==> src/rtl/alu_ctrl_pkg.sv <==
// Shared op codes, FSM states and port ids for the two-port ALU arbiter.
package alu_ctrl_pkg;

   localparam logic [3:0] ALU_ADD = 4'b0000;
   localparam logic [3:0] ALU_SUB = 4'b0001;
   localparam logic [3:0] ALU_AND = 4'b0010;
   localparam logic [3:0] ALU_OR  = 4'b0011;
   localparam logic [3:0] ALU_XOR = 4'b0100;

   typedef enum logic [1:0] {
      S_IDLE = 2'd0,
      S_EXEC = 2'd1,
      S_RESP = 2'd2
   } state_t;

   localparam logic P0 = 1'b0;
   localparam logic P1 = 1'b1;

endpackage

==> src/rtl/alu_arbiter_if.sv <==
// One requester's request and response channels, each with valid/ready handshaking.
interface alu_arbiter_if #(
   parameter int DATA_W = 32,
   parameter int OP_W   = 4
);
   logic              req_valid;
   logic              req_ready;
   logic [DATA_W-1:0] req_a;
   logic [DATA_W-1:0] req_b;
   logic [OP_W-1:0]   req_op;
   logic              rsp_valid;
   logic              rsp_ready;
   logic [DATA_W-1:0] rsp_result;
   logic              rsp_zero;
   logic              rsp_lt;
   logic              rsp_gt;

   modport master (
      output req_valid, req_a, req_b, req_op, rsp_ready,
      input  req_ready, rsp_valid, rsp_result, rsp_zero, rsp_lt, rsp_gt
   );

   modport slave (
      input  req_valid, req_a, req_b, req_op, rsp_ready,
      output req_ready, rsp_valid, rsp_result, rsp_zero, rsp_lt, rsp_gt
   );
endinterface

==> src/rtl/alu.sv <==
// Combinational ALU: add/sub/and/or/xor (unknown codes add), plus signed compare flags of A vs B.
module alu
   import alu_ctrl_pkg::*;
#(
   parameter int DATA_W = 32,
   parameter int OP_W   = 4
) (
   input  logic [DATA_W-1:0] a,
   input  logic [DATA_W-1:0] b,
   input  logic [OP_W-1:0]   op,
   output logic [DATA_W-1:0] result,
   output logic              zero,
   output logic              lt,
   output logic              gt
);
   always_comb begin
      result = a + b;
      case (op)
         ALU_SUB: result = a - b;
         ALU_AND: result = a & b;
         ALU_OR:  result = a | b;
         ALU_XOR: result = a ^ b;
         default: result = a + b;
      endcase
   end

   assign zero = (result == '0);
   assign lt   = ($signed(a) < $signed(b));
   assign gt   = ($signed(a) > $signed(b));
endmodule

==> src/rtl/rr_arb2.sv <==
// Two-input round-robin grant; combinational, on a tie favours the port not served last.
module rr_arb2 (
   input  logic valid0,
   input  logic valid1,
   input  logic last_grant,
   output logic gnt_vld,
   output logic gnt_id
);
   assign gnt_vld = valid0 | valid1;
   assign gnt_id  = (valid0 && valid1) ? ~last_grant : ~valid0;
endmodule

==> src/rtl/alu_arbiter.sv <==
// Round-robin share of one ALU between two ports; response valid two cycles after accept.
// Response is held until the owner takes it; no new request is accepted meanwhile.
module alu_arbiter
   import alu_ctrl_pkg::*;
#(
   parameter int DATA_W = 32,
   parameter int OP_W   = 4,
   parameter int CNT_W  = 16
) (
   input  logic             clk,
   input  logic             rst_n,
   alu_arbiter_if.slave     p0,
   alu_arbiter_if.slave     p1,
   output logic [CNT_W-1:0] op_count
);
   state_t            state, state_nxt;
   logic              last_grant, owner;
   logic              gnt_vld, gnt_id;
   logic              accept, rsp_hs;
   logic [DATA_W-1:0] a_q, b_q, res_q, alu_res;
   logic [OP_W-1:0]   op_q;
   logic              zero_q, lt_q, gt_q;
   logic              alu_zero, alu_lt, alu_gt;

   rr_arb2 u_arb (
      .valid0     (p0.req_valid),
      .valid1     (p1.req_valid),
      .last_grant (last_grant),
      .gnt_vld    (gnt_vld),
      .gnt_id     (gnt_id)
   );

   alu #(.DATA_W(DATA_W), .OP_W(OP_W)) u_alu (
      .a      (a_q),
      .b      (b_q),
      .op     (op_q),
      .result (alu_res),
      .zero   (alu_zero),
      .lt     (alu_lt),
      .gt     (alu_gt)
   );

   // rst_n gating keeps ready low during reset even though state is still settling.
   assign accept = rst_n && (state == S_IDLE) && gnt_vld;
   assign rsp_hs = (state == S_RESP) && ((owner == P1) ? p1.rsp_ready : p0.rsp_ready);

   always_ff @(posedge clk) begin
      if (!rst_n) state <= S_IDLE;
      else        state <= state_nxt;
   end

   always_comb begin
      state_nxt = state;
      case (state)
         S_IDLE:  if (accept) state_nxt = S_EXEC;
         S_EXEC:  state_nxt = S_RESP;
         S_RESP:  if (rsp_hs) state_nxt = S_IDLE;
         default: state_nxt = S_IDLE;
      endcase
   end

   always_comb begin
      p0.req_ready = accept && (gnt_id == P0);
      p1.req_ready = accept && (gnt_id == P1);
      p0.rsp_valid = rst_n && (state == S_RESP) && (owner == P0);
      p1.rsp_valid = rst_n && (state == S_RESP) && (owner == P1);
   end

   assign p0.rsp_result = res_q;
   assign p0.rsp_zero   = zero_q;
   assign p0.rsp_lt     = lt_q;
   assign p0.rsp_gt     = gt_q;
   assign p1.rsp_result = res_q;
   assign p1.rsp_zero   = zero_q;
   assign p1.rsp_lt     = lt_q;
   assign p1.rsp_gt     = gt_q;

   always_ff @(posedge clk) begin
      if (!rst_n) begin
         last_grant <= P1;
         owner      <= P0;
         a_q        <= '0;
         b_q        <= '0;
         op_q       <= '0;
         res_q      <= '0;
         zero_q     <= 1'b0;
         lt_q       <= 1'b0;
         gt_q       <= 1'b0;
         op_count   <= '0;
      end else begin
         if (accept) begin
            last_grant <= gnt_id;
            owner      <= gnt_id;
            a_q        <= (gnt_id == P1) ? p1.req_a  : p0.req_a;
            b_q        <= (gnt_id == P1) ? p1.req_b  : p0.req_b;
            op_q       <= (gnt_id == P1) ? p1.req_op : p0.req_op;
         end
         if (state == S_EXEC) begin
            res_q  <= alu_res;
            zero_q <= alu_zero;
            lt_q   <= alu_lt;
            gt_q   <= alu_gt;
         end
         if (rsp_hs) op_count <= op_count + CNT_W'(1);
      end
   end
endmodule

==> src/flat_wrapper.sv <==
// flat-port wrapper written by rule: the top's interface ports become plain ports
module alu_arbiter_flat import alu_ctrl_pkg::*;
#(
   parameter int DATA_W = 32,
   parameter int OP_W   = 4,
   parameter int CNT_W  = 16
)
  (clk, rst_n, op_count, p0_req_valid, p0_req_a, p0_req_b, p0_req_op, p0_rsp_ready, p0_req_ready, p0_rsp_valid, p0_rsp_result, p0_rsp_zero, p0_rsp_lt, p0_rsp_gt, p1_req_valid, p1_req_a, p1_req_b, p1_req_op, p1_rsp_ready, p1_req_ready, p1_rsp_valid, p1_rsp_result, p1_rsp_zero, p1_rsp_lt, p1_rsp_gt);
  alu_arbiter_if #(.DATA_W(DATA_W), .OP_W(OP_W)) p0_i ();
  alu_arbiter_if #(.DATA_W(DATA_W), .OP_W(OP_W)) p1_i ();
  input  logic clk;
  input  logic rst_n;
  output logic [CNT_W-1:0] op_count;
  input wire logic [$bits(p0_i.req_valid)-1:0] p0_req_valid;
  input wire logic [$bits(p0_i.req_a)-1:0] p0_req_a;
  input wire logic [$bits(p0_i.req_b)-1:0] p0_req_b;
  input wire logic [$bits(p0_i.req_op)-1:0] p0_req_op;
  input wire logic [$bits(p0_i.rsp_ready)-1:0] p0_rsp_ready;
  output wire logic [$bits(p0_i.req_ready)-1:0] p0_req_ready;
  output wire logic [$bits(p0_i.rsp_valid)-1:0] p0_rsp_valid;
  output wire logic [$bits(p0_i.rsp_result)-1:0] p0_rsp_result;
  output wire logic [$bits(p0_i.rsp_zero)-1:0] p0_rsp_zero;
  output wire logic [$bits(p0_i.rsp_lt)-1:0] p0_rsp_lt;
  output wire logic [$bits(p0_i.rsp_gt)-1:0] p0_rsp_gt;
  input wire logic [$bits(p1_i.req_valid)-1:0] p1_req_valid;
  input wire logic [$bits(p1_i.req_a)-1:0] p1_req_a;
  input wire logic [$bits(p1_i.req_b)-1:0] p1_req_b;
  input wire logic [$bits(p1_i.req_op)-1:0] p1_req_op;
  input wire logic [$bits(p1_i.rsp_ready)-1:0] p1_rsp_ready;
  output wire logic [$bits(p1_i.req_ready)-1:0] p1_req_ready;
  output wire logic [$bits(p1_i.rsp_valid)-1:0] p1_rsp_valid;
  output wire logic [$bits(p1_i.rsp_result)-1:0] p1_rsp_result;
  output wire logic [$bits(p1_i.rsp_zero)-1:0] p1_rsp_zero;
  output wire logic [$bits(p1_i.rsp_lt)-1:0] p1_rsp_lt;
  output wire logic [$bits(p1_i.rsp_gt)-1:0] p1_rsp_gt;
  assign p0_i.req_valid = p0_req_valid;
  assign p0_i.req_a = p0_req_a;
  assign p0_i.req_b = p0_req_b;
  assign p0_i.req_op = p0_req_op;
  assign p0_i.rsp_ready = p0_rsp_ready;
  assign p0_req_ready = p0_i.req_ready;
  assign p0_rsp_valid = p0_i.rsp_valid;
  assign p0_rsp_result = p0_i.rsp_result;
  assign p0_rsp_zero = p0_i.rsp_zero;
  assign p0_rsp_lt = p0_i.rsp_lt;
  assign p0_rsp_gt = p0_i.rsp_gt;
  assign p1_i.req_valid = p1_req_valid;
  assign p1_i.req_a = p1_req_a;
  assign p1_i.req_b = p1_req_b;
  assign p1_i.req_op = p1_req_op;
  assign p1_i.rsp_ready = p1_rsp_ready;
  assign p1_req_ready = p1_i.req_ready;
  assign p1_rsp_valid = p1_i.rsp_valid;
  assign p1_rsp_result = p1_i.rsp_result;
  assign p1_rsp_zero = p1_i.rsp_zero;
  assign p1_rsp_lt = p1_i.rsp_lt;
  assign p1_rsp_gt = p1_i.rsp_gt;
  alu_arbiter #(.DATA_W(DATA_W), .OP_W(OP_W), .CNT_W(CNT_W)) u_core (.clk(clk), .rst_n(rst_n), .p0(p0_i), .p1(p1_i), .op_count(op_count));
endmodule
==> config.mk <==
export PLATFORM = sky130hd
export DESIGN_NAME = alu_arbiter_flat
export DESIGN_NICKNAME = d
export VERILOG_FILES = /design/src/rtl/alu_ctrl_pkg.sv /design/src/rtl/alu_arbiter_if.sv /design/src/rtl/alu.sv /design/src/rtl/rr_arb2.sv /design/src/rtl/alu_arbiter.sv /design/src/flat_wrapper.sv
export SDC_FILE = /design/constraint.sdc
export NUM_CORES = 1
export LEC_CHECK = 0
export ABC_AREA = 1
export BUFFER_PORTS_ARGS = -buffer_cell sky130_fd_sc_hd__clkbuf_2
export CORE_UTILIZATION = 40
export DETAILED_ROUTE_END_ITERATION = 16
export SLEW_MARGIN = 25
export SYNTH_ARGS = -nofsm -noshare
export SYNTH_HDL_FRONTEND = slang
export SYNTH_SLANG_ARGS = --single-unit
==> constraint.sdc <==
create_clock -name clk -period 2.18 [get_ports clk]
set_input_delay 0.327 -clock clk [delete_from_list [all_inputs] [get_ports clk]]
set_output_delay 0.327 -clock clk [all_outputs]
set_load 0.01 [all_outputs]
==> metrics.txt <==
met1 Track Usage GR 48.0%; Critical Path Fanout Max 5; layout cell share with drive strength beyond 1 46.9%; Total GRT Usage 31.9%; vias in the first global route 13607; most frequent cells in the layout 523 x nand2_1, 384 x buf_4, 231 x clkbuf_2, 211 x inv_1, 111 x nor2_1; xor/xnor share of the synthesized area 0.376%; Site Rows 62; WL final 49400 um; largest net degree at the start of global routing 81; worst skew pair latency 430 ps; first-pass GRT wire length 74500 um; DP Area 15400 um^2; initial antenna violation count 0; TritonCTS Buffers 17; Die W 173 um; HP Class in -> reg; Final Core Density 65.4%; Critical Path AT 2960 ps; Post-Syn Area 11600 um^2; final number of hold-violating endpoints 0; busiest grt layer met1; Final HPWL DP 38800 um; Max Fclk 0.384 GHz; synthesized flop and latch total 123; Post-DRT Antenna Nets 0; clock slew at reported path FFs 70 ps; Nets 2780; syn_nets 2219; GPL Wtd Cong 0.941; Slowest cell on crit path dfxtp_2; die height 173 um; clock sink total 123; mux cell area share after synthesis 0%; main combinational cell family by area after synthesis simple AND/OR/NAND/NOR gates; Final Max Tran Viols 0; status finished with violations; Core Area 28600 um^2; Initial Utilization 40.7%; leakage 9.30 nW; post-route setup TNS -2640 ps; Layout Skew 15.4 ps; CP Cell Sequence inv_1 -> ha_4 -> buf_4 -> a21oi_2 -> o21ai_0 -> inv_1 -> nand2_1 -> a21oi_1 -> nand2_2 -> nand2_1 -> nand2_1 -> nand2_1 -> nand3_2 -> nor2_1 -> nand2_1 -> nor2_1 -> nand3_1 -> a21oi_2; max_slew headroom 39.4%; slowest stage delay, CP 330 ps; CTS tree done; Post-Synth Adder-Cell Area 10.8%; H-tree levels 4; Post-Syn Instances 1978; RSZ-0062 raised after global routing true; Routed WL per cell 16.8 um; Post-Syn Area per Cell 5.88 um^2; Ys Warns 0; register area share after synthesis 21.2%; met3 Use GR 3.28%; DIE AREA 29800 um^2; CP endpoint kind flip-flop; Synth Area in Compound Gates 14.0%; data required time of the critical path 2530 ps; Tot Pwr 0.0118 W; Setup CP Type reg -> reg; GRT overflow 0; setup violators final 20; clock buffer depth 2; I/O pin count 232; DR iter-0 viols 1033; Hold-fix buffers, CTS 0; Port Buffers 231; met2 Track Usage GR 47.8%; Cell Pwr Density 628 nW/um^2; DRC violations left 0; setup ws final -427 ps; most common cell after layout, fill and taps aside nand2_1; Antenna Cells 0; Final Cycle Share 120%; Slew @ Worst Pin 909 ps; Simple-Gate Fraction of Synth Area 38.3%; P&R area growth vs syn 61.0%; Pre-antenna DRT Iters 8; CTS Root Cell clkbuf_16; Vias per Instance 5.05; worst-case vdd ir drop 0.000484 V; max_cap viols 0; violations in the final reports negative setup slack; vias 14838; Final min period 2610 ps; CP startpoint kind flip-flop; Finished Cell Area 18700 um^2; CP dominant cell by count nand2_1; Synth cell types 40
==> layer usage <==
metal / vias to the layer above / wire [um] / share of wire, %
li1: 7370 / - / -
met1: 6816 / 23900 / 48
met2: 594 / 20900 / 42
met3: 58 / 3620 / 7.3
met4: 0 / 898 / 1.8
met5: - / 0 / 0
==> per-stage QoR <==
| step | setup slack [ps] | hold slack [ps] | instances |
|---|---|---|---|
| 2_1_floorplan | 12.2 | 437 | 1978 |
| 3_3_place_gp | -671 | 451 | 2840 |
| 3_5_place_dp | -677 | 453 | 2840 |
| 4_1_cts | -361 | 120 | 2901 |
| 5_1_grt | -596 | 141 | 2936 |
| 6_report | -427 | 123 | 2936 |
==> worst paths after layout <==
check,depth (start not counted),to,slack [ps],start
setup reg to reg,18,u_core.p0.rsp_zero$_SDFFE_PN0N_,-430,u_core.a_q[23]$_SDFFE_PN0P_
hold / removal,3,u_core.b_q[1]$_SDFFE_PN0P_,120,p1_req_b[1]
setup / recovery,18,u_core.p0.rsp_zero$_SDFFE_PN0N_,-430,u_core.a_q[23]$_SDFFE_PN0P_
hold reg to reg,2,u_core.last_grant$_SDFFE_PN1P_,470,u_core.last_grant$_SDFFE_PN1P_
==> cells by family (layout without fill, tap and decap cells) <==
| kind of cell | after synthesis | after routing |
|---|---|---|
| DFF | 123 | 123 |
| buffers and inverters | 402 | 976 |
| xor gates and xnor gates | 5 | 5 |
| and+or+nand+nor | 1067 | 1067 |
| AOI/OAI and AO/OA | 282 | 282 |
| adders and majority gates | 99 | 99 |
==> area by class of cell <==
| cell class | count | area (um^2) |
|---|---|---|
| Inverter | 292 | 1130 |
| Clock inverter | 13 | 175 |
| Sequential cell | 123 | 2520 |
| Fill cell | 2649 | 9900 |
| Clock buffer | 19 | 433 |
| Tap cell | 384 | 480 |
| Multi-Input combinational cell | 1453 | 9420 |
| Timing Repair Buffer | 652 | 4570 |
==> cell usage after synthesis, drive strengths merged <==
cell type,instances,area (um^2)
a21o,1,7.51
a21oi,106,557
a221oi,7,61.3
a31oi,68,425
and2,3,18.8
buf,74,562
clkbuf,36,135
clkinv,3,11.3
dfxtp,123,2460
fa,2,40.0
ha,97,1210
inv,289,1090
nand2,657,2520
nand3,151,761
nand3b,3,22.5
nand4,20,125
nor2,201,817
nor3,30,170
nor4,2,18.8
o211ai,5,37.5
o21a,4,30.0
o21ai,62,314
o21bai,8,60.1
o22ai,21,131
xor2,5,43.8
==> sequential cells by signal, indices dropped and copies added, names as in the netlist <==
name and cells:
u_core.op_q 4, u_core.p0.rsp_result 32, u_core.p0.rsp_gt 1, u_core.op_count 16, u_core.p0.rsp_lt 1, u_core.b_q 32, u_core.owner 1, u_core.p0.rsp_zero 1
u_core.last_grant 1, u_core.a_q 32, u_core.state 2
==> critical path, delay by kind of cell (launching register included) <==
kind | cells | cell delay (ps)
adders and majority gates | 1 | 300
buffers and inverters | 3 | 330
and+or+nand+nor | 10 | 820
DFF | 1 | 330
AOI/OAI and AO/OA | 4 | 770
==> what timing repair did <==
| action | CTS | global route |
|---|---|---|
| endpoints found under the hold margin | 0 | 0 |
| setup buffers | 29 | 37 |
| setup endpoints to repair | 30 | 31 |
| cloned | 0 | 2 |
| gates resized for setup | 368 | 259 |
| pin swaps | 89 | 135 |
==> where the power goes <==
part | internal, W | switching [W] | total (W)
Sequential | 0.00243 | 0.000138 | 0.00257
Clock | 0.00190 | 0.00114 | 0.00305
Combinational | 0.00268 | 0.00347 | 0.00615
Total | 0.00701 | 0.00475 | 0.0118
No activity file was read; power rests on OpenSTA's default activity.
